[src/rtl/operand_fetch.sv]
// Operand fetch stage: scoreboard hazard stall, writeback bypass,
// and a registered valid/ready output slot toward execute.
module operand_fetch #(
    parameter int DATA_W = 16,
    parameter int ADDR_W = 3
) (
    input  logic              clk,
    input  logic              rst,
    input  logic              in_valid,
    output logic              in_ready,
    input  logic [3:0]        in_op,
    input  logic [ADDR_W-1:0] in_rs1,
    input  logic [ADDR_W-1:0] in_rs2,
    input  logic [ADDR_W-1:0] in_rd,
    input  logic              in_rd_we,
    output logic [ADDR_W-1:0] reg_read_addr_1,
    output logic [ADDR_W-1:0] reg_read_addr_2,
    input  logic [DATA_W-1:0] reg_read_data_1,
    input  logic [DATA_W-1:0] reg_read_data_2,
    input  logic              wb_en,
    input  logic [ADDR_W-1:0] wb_dest,
    input  logic [DATA_W-1:0] wb_data,
    output logic              out_valid,
    input  logic              out_ready,
    output logic [3:0]        out_op,
    output logic [DATA_W-1:0] out_a,
    output logic [DATA_W-1:0] out_b,
    output logic [ADDR_W-1:0] out_rd,
    output logic              out_rd_we,
    output logic [15:0]       stall_cnt
);
    localparam int NREG = 1 << ADDR_W;

    logic [NREG-1:0]   pend;
    logic [NREG-1:0]   pend_nxt;
    logic              byp_1;
    logic              byp_2;
    logic              byp_d;
    logic              hz_1;
    logic              hz_2;
    logic              hz_d;
    logic              hazard;
    logic              accept;
    logic [DATA_W-1:0] opnd_a;
    logic [DATA_W-1:0] opnd_b;

    assign reg_read_addr_1 = in_rs1;
    assign reg_read_addr_2 = in_rs2;

    // A write landing this very cycle resolves the hazard it would cause.
    assign byp_1 = wb_en && (wb_dest == in_rs1);
    assign byp_2 = wb_en && (wb_dest == in_rs2);
    assign byp_d = wb_en && (wb_dest == in_rd);

    assign hz_1 = pend[in_rs1] && !byp_1;
    assign hz_2 = pend[in_rs2] && !byp_2;
    assign hz_d = in_rd_we && pend[in_rd] && !byp_d;

    assign hazard   = in_valid && (hz_1 || hz_2 || hz_d);
    assign in_ready = !rst && (!out_valid || out_ready) && !hazard;
    assign accept   = in_valid && in_ready;

    assign opnd_a = byp_1 ? wb_data : reg_read_data_1;
    assign opnd_b = byp_2 ? wb_data : reg_read_data_2;

    // Clear before set so a same-cycle reissue keeps the bit pending.
    always_comb begin
        pend_nxt = pend;
        if (wb_en) begin
            pend_nxt[wb_dest] = 1'b0;
        end
        if (accept && in_rd_we) begin
            pend_nxt[in_rd] = 1'b1;
        end
    end

    always_ff @(posedge clk) begin
        if (rst) begin
            pend      <= '0;
            out_valid <= 1'b0;
            out_op    <= '0;
            out_a     <= '0;
            out_b     <= '0;
            out_rd    <= '0;
            out_rd_we <= 1'b0;
            stall_cnt <= '0;
        end else begin
            pend <= pend_nxt;
            if (accept) begin
                out_valid <= 1'b1;
                out_op    <= in_op;
                out_a     <= opnd_a;
                out_b     <= opnd_b;
                out_rd    <= in_rd;
                out_rd_we <= in_rd_we;
            end else if (out_ready) begin
                out_valid <= 1'b0;
            end
            if (hazard && (stall_cnt != 16'hFFFF)) begin
                stall_cnt <= stall_cnt + 16'd1;
            end
        end
    end

endmodule

[config.mk]
export PLATFORM = sky130hd
export DESIGN_NAME = operand_fetch
export DESIGN_NICKNAME = d
export VERILOG_FILES = /design/src/rtl/operand_fetch.sv
export SDC_FILE = /design/constraint.sdc
export NUM_CORES = 1
export LEC_CHECK = 0
export ABC_CLOCK_PERIOD_IN_PS = 2650
export CORE_UTILIZATION = 57
export CTS_BUF_LIST = sky130_fd_sc_hd__clkbuf_2 sky130_fd_sc_hd__clkbuf_4 sky130_fd_sc_hd__clkbuf_8
export DETAILED_ROUTE_END_ITERATION = 10
export DONT_BUFFER_PORTS = 1
export GPL_ROUTABILITY_DRIVEN = 0
export PLACE_DENSITY = 0.79
export SKIP_CTS_REPAIR_TIMING = 1
export SYNTH_ARGS = -nofsm -noshare
export SYNTH_HDL_FRONTEND = slang
export SYNTH_SLANG_ARGS = --single-unit
[constraint.sdc]
create_clock -name clk -period 2.65 [get_ports clk]
set_input_delay 0.265 -clock clk [delete_from_list [all_inputs] [get_ports clk]]
set_output_delay 0.265 -clock clk [all_outputs]
set_load 0.02 [all_outputs]
==> results of run 1 <==
-- power by group through the flow --
stage / logic, W / clock network, W / registers (W)
6_report: 0.000264 / 0.000941 / 0.00111
5_1_grt: 0.000291 / 0.00102 / 0.00112
4_1_cts: 0.000245 / 0.000964 / 0.00111
3_5_place_dp: 0.000245 / 0 / 0.00114
3_3_place_gp: 0.000236 / 0 / 0.00113
2_1_floorplan: 0.000237 / 0 / 0.00113
-- placed cells by master (no fill, tap or decap), drive strengths merged, types with 2 or more instances in the layout --
| master | Yosys | final |
|---|---|---|
| a211oi | 32 | 32 |
| a21oi | 12 | 12 |
| a31oi | 4 | 4 |
| a41o | 2 | 2 |
| and3 | 2 | 2 |
| and4 | 2 | 2 |
| buf | 20 | 10 |
| bufinv | 0 | 2 |
| clkbuf | 13 | 10 |
| clkinv | 0 | 2 |
| dfxtp | 65 | 65 |
| inv | 5 | 6 |
| mux2i | 47 | 47 |
| mux4 | 2 | 2 |
| nand2 | 12 | 12 |
| nand2b | 7 | 7 |
| nand3 | 7 | 7 |
| nand3b | 2 | 2 |
| nand4 | 5 | 5 |
| nor2 | 50 | 50 |
| nor2b | 2 | 2 |
| nor3 | 2 | 2 |
| nor4 | 3 | 3 |
| o211ai | 6 | 6 |
| o21ai | 13 | 13 |
| o311ai | 2 | 2 |
| o31ai | 7 | 7 |
| or2 | 2 | 2 |
| or3 | 9 | 9 |
| or4 | 4 | 4 |
| xnor2 | 9 | 9 |
-- state kept, by name (all words and copies together), names as in the netlist --
register / cells
out_rd_we: 1
out_op: 4
out_a: 16
out_valid: 1
out_rd: 3
pend: 8
out_b: 16
stall_cnt: 16
-- path summary, 6_finish.rpt --
check                                                from  cells after the start                   endpoint  slack (ns)
worst max-delay path                   pend[5]$_SDFF_PP0_                      5                   in_ready        0.12
worst min-delay path                             in_rd[0]                      1         pend[4]$_SDFF_PP0_        0.03
worst max register to register  stall_cnt[3]$_SDFFE_PP0P_                      7  stall_cnt[1]$_SDFFE_PP0P_        0.26
worst min register to register         pend[5]$_SDFF_PP0_                      2         pend[5]$_SDFF_PP0_        0.53
-- metal layers --
layer  up-vias  track usage  wire (µm)
met5         -            0          0
met4         0       0.0982         98
met3        11       0.0816        506
met2       100        0.394       3660
met1      1241        0.264       3020
li1       1296            -          -
-- area by class of cell --
cell class / count / area, µm² / area share
Inverter: 5 / 18.8 / 0.00512
Timing Repair Buffer: 11 / 130 / 0.0355
Clock buffer: 10 / 138 / 0.0376
Multi-Input combinational cell: 257 / 1900 / 0.518
Tap cell: 72 / 90.1 / 0.0246
Sequential cell: 65 / 1300 / 0.355
Clock inverter: 6 / 90.1 / 0.0246
-- cell families (layout without fill, tap and decap cells) --
family                     after synthesis  after routing  share of synthesized area
muxes                                   50             50                      0.156
xor gates and xnor gates                10             10                     0.0259
DFF                                     65             65                      0.384
AOI/OAI and AO/OA                       83             83                      0.197
buffers and inverters                   38             32                     0.0573
and+or+nand+nor                        113            113                      0.177
adders and majority gates                1              1                    0.00369
-- stage by stage --
step	hold slack, ns	instances	total power, W	setup slack, ns
finish	0.0275	426	0.00232	0.124
global route	0.0129	426	0.00243	0.0110
CTS	-0.0205	424	0.00232	0.0444
detailed placement	0.341	408	0.00138	0.302
global placement	0.338	408	0.00137	0.377
floorplan	0.412	360	0.00137	0.323
-- critical path: stages (launching register included) --
cell	delay, ns
dfxtp_1	0.33
mux4_2	0.46
o2111a_1	0.32
or3_4	0.43
nor3_1	0.21
buf_4	0.17
==> results.toml, run 1 <==
[placed_design]
dp.final_hpwl_mm = 5.27
portBuffers = 0
placed_area_um2 = 3390

[die]
dieArea_um2 = 6250
die_x_um = 79.1
initial_core_util = 0.604
ioPinCount = 134
placementRows = 27
core_area_um2 = 5610
die_h_um = 79.1

[cells_and_area]
area_growth_pct = 8.20
utilization = 0.654
drive_above_1_share = 0.150
nNetsFinal = 420
nFillCells = 449
post-route-cell-area_um2 = 3660
antenna_cells = 0

[cts]
cts_buffers = 9
clk_pin_slew_ns = 0.07
htree_levels = 3
clk_path_buf_depth = 2
cts_root_buf = "clkbuf_8"
clock_sinks = 65
insertion_delay_ns = 0.33
tritoncts = "yes"

[sta]
finalSetupViolCount = 0
slew_viol_final = 0
max_freq_mhz = 396
fin_crit_sh = 0.953
tightest_slew_ns = 0.629
finalHoldViolCount = 0
setup_tns_ns = 0
period_minus_slack_ns = 2.53
rsz0062_at_grt = "no"
relSlewSlack = 0.578
skew_ns = 0.00905

[power]
combPwrFrac = 0.114
switching_share = 0.265
p_per_area_nw_per_um2 = 633
clockPowerShare = 0.406
power.share.sequential = 0.480
switchingPower_w = 0.000615
p_int_w = 0.00170
ir_drop_mv = 0.403
total_leakage_power_nw = 1.41

[detailed_routing]
dr.pass1.iters = 4
wl_per_cell_um = 17.1
vias = 2648
finalWirelength_mm = 7.28
drc_errors = 0
avgViaCountPerCell = 6.22
drt_iter0_drc = 66
ant_nets = 0

[synth]
syn_inst = 360
yosys_most_used_dff = "dfxtp_1"
async_flop_share = 0
syn_area_um2 = 3390
synth_top_area_share = 0.384
seq_area_frac_synth = 0.384
yosysTopAreaCell = "dfxtp_1"
synth_edf_count = 0
syn_nets = 431
ys_ff_latch = 65
yosys.cell_count.top_type = "dfxtp_1"
avgSynthCellArea_um2 = 9.41
yosysWarnings = 0
synthTopCellsByCount = "65 x dfxtp_1, 50 x nor2_1, 47 x mux2i_1"
synthTopCellsByArea = "dfxtp_1 38%, mux2i_1 14%, a211oi_2 5.5%"
yosys.cell_types.count = 51

[grt]
antenna_found_initial = 0
grtUsageTotal = 0.232
grt_start_max_net_pins = 61
grt_pass1_vias = 2544
grt_pass1_wl_mm = 11.3
overflow = 0

[critical_path]
cp-end-kind = "primary output"
startpoint_type = "register"
crit_arrival_ns = 2.26
critPathKind = "reg2out"
path_max_fanout = 5
cp_data_required_time_ns = 2.38

[outcome]
outcome = "finished clean"

[run]
drv_cap = 0

[min_path]
holdCritPathClass = "in2reg"
Note: power is estimated with default switching activity, not from simulation.
==> run 2: changes to the inputs <==
Settings changed: GPL_TIMING_DRIVEN set to 0.
==> run 2 against run 1 <==
  * Die area is the same
  * Wire length is 16% higher
  * Global-route usage rose by 3.5 points
  * Hold slack improved by 0.048 ns
  * Register-to-register slack lost 0.10 ns
  * First-iteration DRC count rose by 130%
  * Cell count increased by 5.2%
  * Via count is 6.7% higher
  * Maximum frequency fell by 0.53%
  * Core utilization rose by 0.98 points
  * Critical endpoint unchanged
==> results.toml, run 2 (synthesis results as in run 1) <==
[outcome]
outcome = "finished clean"

[die]
placementRows = 27
initial_core_util = 0.604
core_area_um2 = 5610
dieArea_um2 = 6250
die_x_um = 79.1
ioPinCount = 134
die_h_um = 79.1

[cts]
cts_buffers = 9
clock_sinks = 65
clk_path_buf_depth = 2
insertion_delay_ns = 0.34
htree_levels = 3
clk_pin_slew_ns = 0.07
tritoncts = "yes"
cts_root_buf = "clkbuf_8"

[cells_and_area]
final_cell_mix = "62 x dfxtp_1, 50 x nor2_1, 47 x mux2i_1, 17 x a211oi_1, 15 x a211oi_2"
antenna_cells = 0
nFillCells = 464
area_growth_pct = 9.83
reg.largest.list = "out_a: 16 flops, out_b: 16 flops, stall_cnt: 16 flops"
final_common_cell = "dfxtp_1"
drive_above_1_share = 0.176
nNetsFinal = 442

[detailed_routing]
vias = 2826
dr.pass1.iters = 4
wl_per_cell_um = 18.9
drc_errors = 0
finalWirelength_mm = 8.46
drt_iter0_drc = 154
avgViaCountPerCell = 6.31
ant_nets = 0

[power]
ir_drop_mv = 0.506
total_power_w = 0.00237
switching_share = 0.282
combPwrFrac = 0.123
clockPowerShare = 0.405
total_leakage_power_nw = 1.45
switchingPower_w = 0.000670
p_int_w = 0.00170
power.share.sequential = 0.472
p_per_area_nw_per_um2 = 638

[critical_path]
r2r_setup_slack_ns = 0.16
path_max_fanout = 5
critPathKind = "reg2out"
cp_data_required_time_ns = 2.38
endpoint = "in_ready"
reg2reg_to = "stall_cnt[1]$_SDFFE_PP0P_"
cp-startpoint = "pend[5]$_SDFF_PP0_"
r2r_start = "stall_cnt[5]$_SDFFE_PP0P_"
crit_arrival_ns = 2.27
cp-end-kind = "primary output"
startpoint_type = "register"
r2r_cells = 8

[sta]
finalHoldViolCount = 0
slew_viol_final = 0
finalSetupViolCount = 0
rsz0062_at_grt = "no"
max_freq_mhz = 394
skew_ns = 0.00411
tightest_slew_ns = 0.761
fin_crit_sh = 0.958
relSlewSlack = 0.493
timing.hold.ws_ns = 0.0759
period_minus_slack_ns = 2.54

[grt]
antenna_found_initial = 0
grt_pass1_vias = 2754
grt_start_max_net_pins = 13
overflow = 0
grtUsageTotal = 0.268
grt_pass1_wl_mm = 13.0

[run]
drv_cap = 0

[placed_design]
portBuffers = 0
dp.final_hpwl_mm = 6.28

[min_path]
holdCritPathClass = "in2reg"
==> run 2: layout make-up <==
type | count | area, µm² | area share
plain buffers | 33 | 175 | 0.0471
clock buffers | 10 | 138 | 0.0370
clock inverters | 6 | 90.1 | 0.0242
inverters | 5 | 18.8 | 0.00505
multi-input cells | 257 | 1900 | 0.512
flip-flops and latches | 65 | 1310 | 0.351
well taps | 72 | 90.1 | 0.0242
==> run 2: critical path: stages (launching register included) <==
cell and delay, ns:
dfxtp_1 0.35, mux4_2 0.47, o2111a_1 0.31, or3_1 0.48, nor3_4 0.32
==> run 2: per-stage QoR <==
stage / setup WS, ns / instances / cell area, µm² / TNS, ns / util
floorplan: 0.323 / 360 / 3390 / 0 / -
global placement: 0.0315 / 432 / 3480 / 0 / 0.620
detailed placement: 0.00734 / 432 / 3480 / 0 / 0.620
CTS: -0.139 / 448 / 3700 / -0.139 / 0.661
global route: 0.0159 / 448 / 3720 / 0 / 0.663
finish: 0.111 / 448 / 3720 / 0 / 0.663
==> run 2: how the worst min path moves through the flow <==
stage	from	endpoint	slack (ns)	cells past startpoint
6_report	in_op[0]	out_op[0]$_SDFFE_PP0P_	0.08	2
3_3_place_gp	in_op[3]	out_op[3]$_SDFFE_PP0P_	0.41	2
3_5_place_dp	in_op[2]	out_op[2]$_SDFFE_PP0P_	0.44	2
4_1_cts	in_op[2]	out_op[2]$_SDFFE_PP0P_	0.07	2
5_1_grt	in_op[1]	out_op[1]$_SDFFE_PP0P_	0.08	2
2_1_floorplan	in_op[3]	out_op[3]$_SDFFE_PP0P_	0.41	2
==> run 2: power by group through the flow <==
stage,combinational (W),clock [W],sequential [W]
floorplan,0.000237,0,0.00113
global placement,0.000278,0,0.00114
detailed placement,0.000288,0,0.00114
CTS,0.000289,0.000966,0.00112
global route,0.000316,0.00102,0.00113
finish,0.000291,0.000961,0.00112
==> run 2: routing by layer <==
layer	part of all wire	track usage
met1	0.41	0.323
met2	0.49	0.440
met5	0	0
met4	0.013	0.0927
met3	0.082	0.0943
==> run 3: changes to the inputs <==
--- a/config.mk
+++ b/config.mk
@@ -8,2 +8,3 @@
 export ABC_CLOCK_PERIOD_IN_PS = 2650
+export CAP_MARGIN = 15
 export CORE_UTILIZATION = 57
==> constraint.sdc (replaced) <==
create_clock -name clk -period 2.65 [get_ports clk]
set_input_delay 0.1325 -clock clk [delete_from_list [all_inputs] [get_ports clk]]
set_output_delay 0.1325 -clock clk [all_outputs]
set_load 0.02 [all_outputs]
==> run 3 against run 2 <==
  * Global-route usage stayed put
  * Worst setup slack better by 0.052 ns
  * Core utilization increased by 0.78 points
  * Largest cell class unchanged
  * Critical path depth grew 4
  * Clock-buffer cell count stayed put
==> results.toml, run 3 (synthesis results as in run 1) <==
[sta]
finalHoldViolCount = 0
finalSetupViolCount = 0
timing.hold.ws_ns = 0.0233
max_freq_mhz = 402
rsz0062_at_grt = "no"
final.setup.worst_slack_ns = 0.163
skew_ns = 0.00489
period_minus_slack_ns = 2.49
tightest_slew_ns = 0.762
relSlewSlack = 0.492
fin_crit_sh = 0.938
slew_viol_final = 0

[cts]
cts_root_buf = "clkbuf_8"
tritoncts = "yes"
insertion_delay_ns = 0.34
clk_pin_slew_ns = 0.07
htree_levels = 3
cts_buffers = 9
clk_path_buf_depth = 2
clock_sinks = 65

[cells_and_area]
reg.largest.list = "out_a: 16 flops, out_b: 16 flops, stall_cnt: 16 flops"
final_cell_mix = "62 x dfxtp_1, 50 x nor2_1, 47 x mux2i_1, 17 x a211oi_1, 15 x a211oi_2"
nFillCells = 461
drive_above_1_share = 0.173
final_common_cell = "dfxtp_1"
register_area_um2 = 1310
area_growth_pct = 11.1
multi_input_area_um2 = 1900
finalNonFillerCells = 453
nNetsFinal = 447
antenna_cells = 0
post-route-cell-area_um2 = 3760

[placed_design]
placed_area_um2 = 3480
pre_cts_ws_ns = 0.111
portBuffers = 0
dp.final_hpwl_mm = 6.28
placed_cells = 432

[detailed_routing]
drc_errors = 0
vias = 2858
wl_per_cell_um = 18.8
dr.pass1.iters = 4
finalWirelength_mm = 8.51
avgViaCountPerCell = 6.31
drt_iter0_drc = 167
ant_nets = 0

[die]
placementRows = 27
dieArea_um2 = 6250
core_area_um2 = 5610
die_h_um = 79.1
die_x_um = 79.1
initial_core_util = 0.604
ioPinCount = 134

[critical_path]
r2r_start = "stall_cnt[5]$_SDFFE_PP0P_"
critPathKind = "reg2reg"
startpoint_type = "register"
cp_data_required_time_ns = 2.86
cp-startpoint = "stall_cnt[5]$_SDFFE_PP0P_"
cp-end-kind = "register"
crit_arrival_ns = 2.70
path_max_fanout = 10

[grt]
grt_pass1_vias = 2754
grtUsageTotal = 0.268
antenna_found_initial = 0
grt_start_max_net_pins = 13
grt_pass1_wl_mm = 13.0
overflow = 0

[min_path]
holdCritPathClass = "in2reg"
hp-start = "wb_data[6]"

[power]
clockPowerShare = 0.404
p_int_w = 0.00171
switchingPower_w = 0.000669
total_leakage_power_nw = 1.47
ir_drop_mv = 0.509
power.share.sequential = 0.472
combPwrFrac = 0.124
p_per_area_nw_per_um2 = 631
switching_share = 0.281

[run]
drv_cap = 0

[outcome]
outcome = "finished clean"
==> run 3: worst paths after layout <==
check	depth (start not counted)	endpoint	slack [ns]
max	8	stall_cnt[1]$_SDFFE_PP0P_	0.16
min	2	out_b[6]$_SDFFE_PP0P_	0.02
max reg2reg	8	stall_cnt[1]$_SDFFE_PP0P_	0.16
min reg2reg	2	pend[7]$_SDFF_PP0_	0.55
==> run 3: power groups by stage <==
stage / clock (W) / combinational, W / sequential [W]
after floorplan: 0 / 0.000237 / 0.00113
after detailed placement: 0 / 0.000288 / 0.00114
after CTS: 0.000966 / 0.000289 / 0.00112
final: 0.000960 / 0.000295 / 0.00112
after global placement: 0 / 0.000278 / 0.00114
after global routing: 0.00102 / 0.000321 / 0.00113
==> run 3: metal layers <==
layer  vias to the layer above  routed length (µm)  track usage  share of wire
met2                       130                4200        0.440           0.49
met3                        12                 738       0.0943          0.087
li1                       1349                   -            -              -
met4                         0                 112       0.0927          0.013
met1                      1367                3460        0.323           0.41
met5                         -                   0            0              0
==> run 3: through the flow <==
step                power [W]  utilization   TNS, ns
floorplan             0.00137            -         0
global placement      0.00142        0.620         0
detailed placement    0.00143        0.620         0
CTS                   0.00238        0.661  -0.00677
global route          0.00246        0.671         0
finish                0.00238        0.671         0
==> run 3: worst max-delay path, cell delays in order (launching register included) <==
cell and delay [ns]:
dfxtp_1 0.51, nand3_1 0.18, or2_1 0.25, clkbuf_1 0.19, or3_1 0.47, o31ai_2 0.18, buf_2 0.32, mux2i_1 0.20
nor2_1 0.05
==> run 3: area by class of cell <==
class,count,area share
multi-input combinational,257,0.504
sequential,65,0.347
buffer,33,0.0465
clock buffer,10,0.0366
clock inverter,6,0.0239
tap,72,0.0239
timing repair buffer,5,0.0133
inverter,5,0.00499
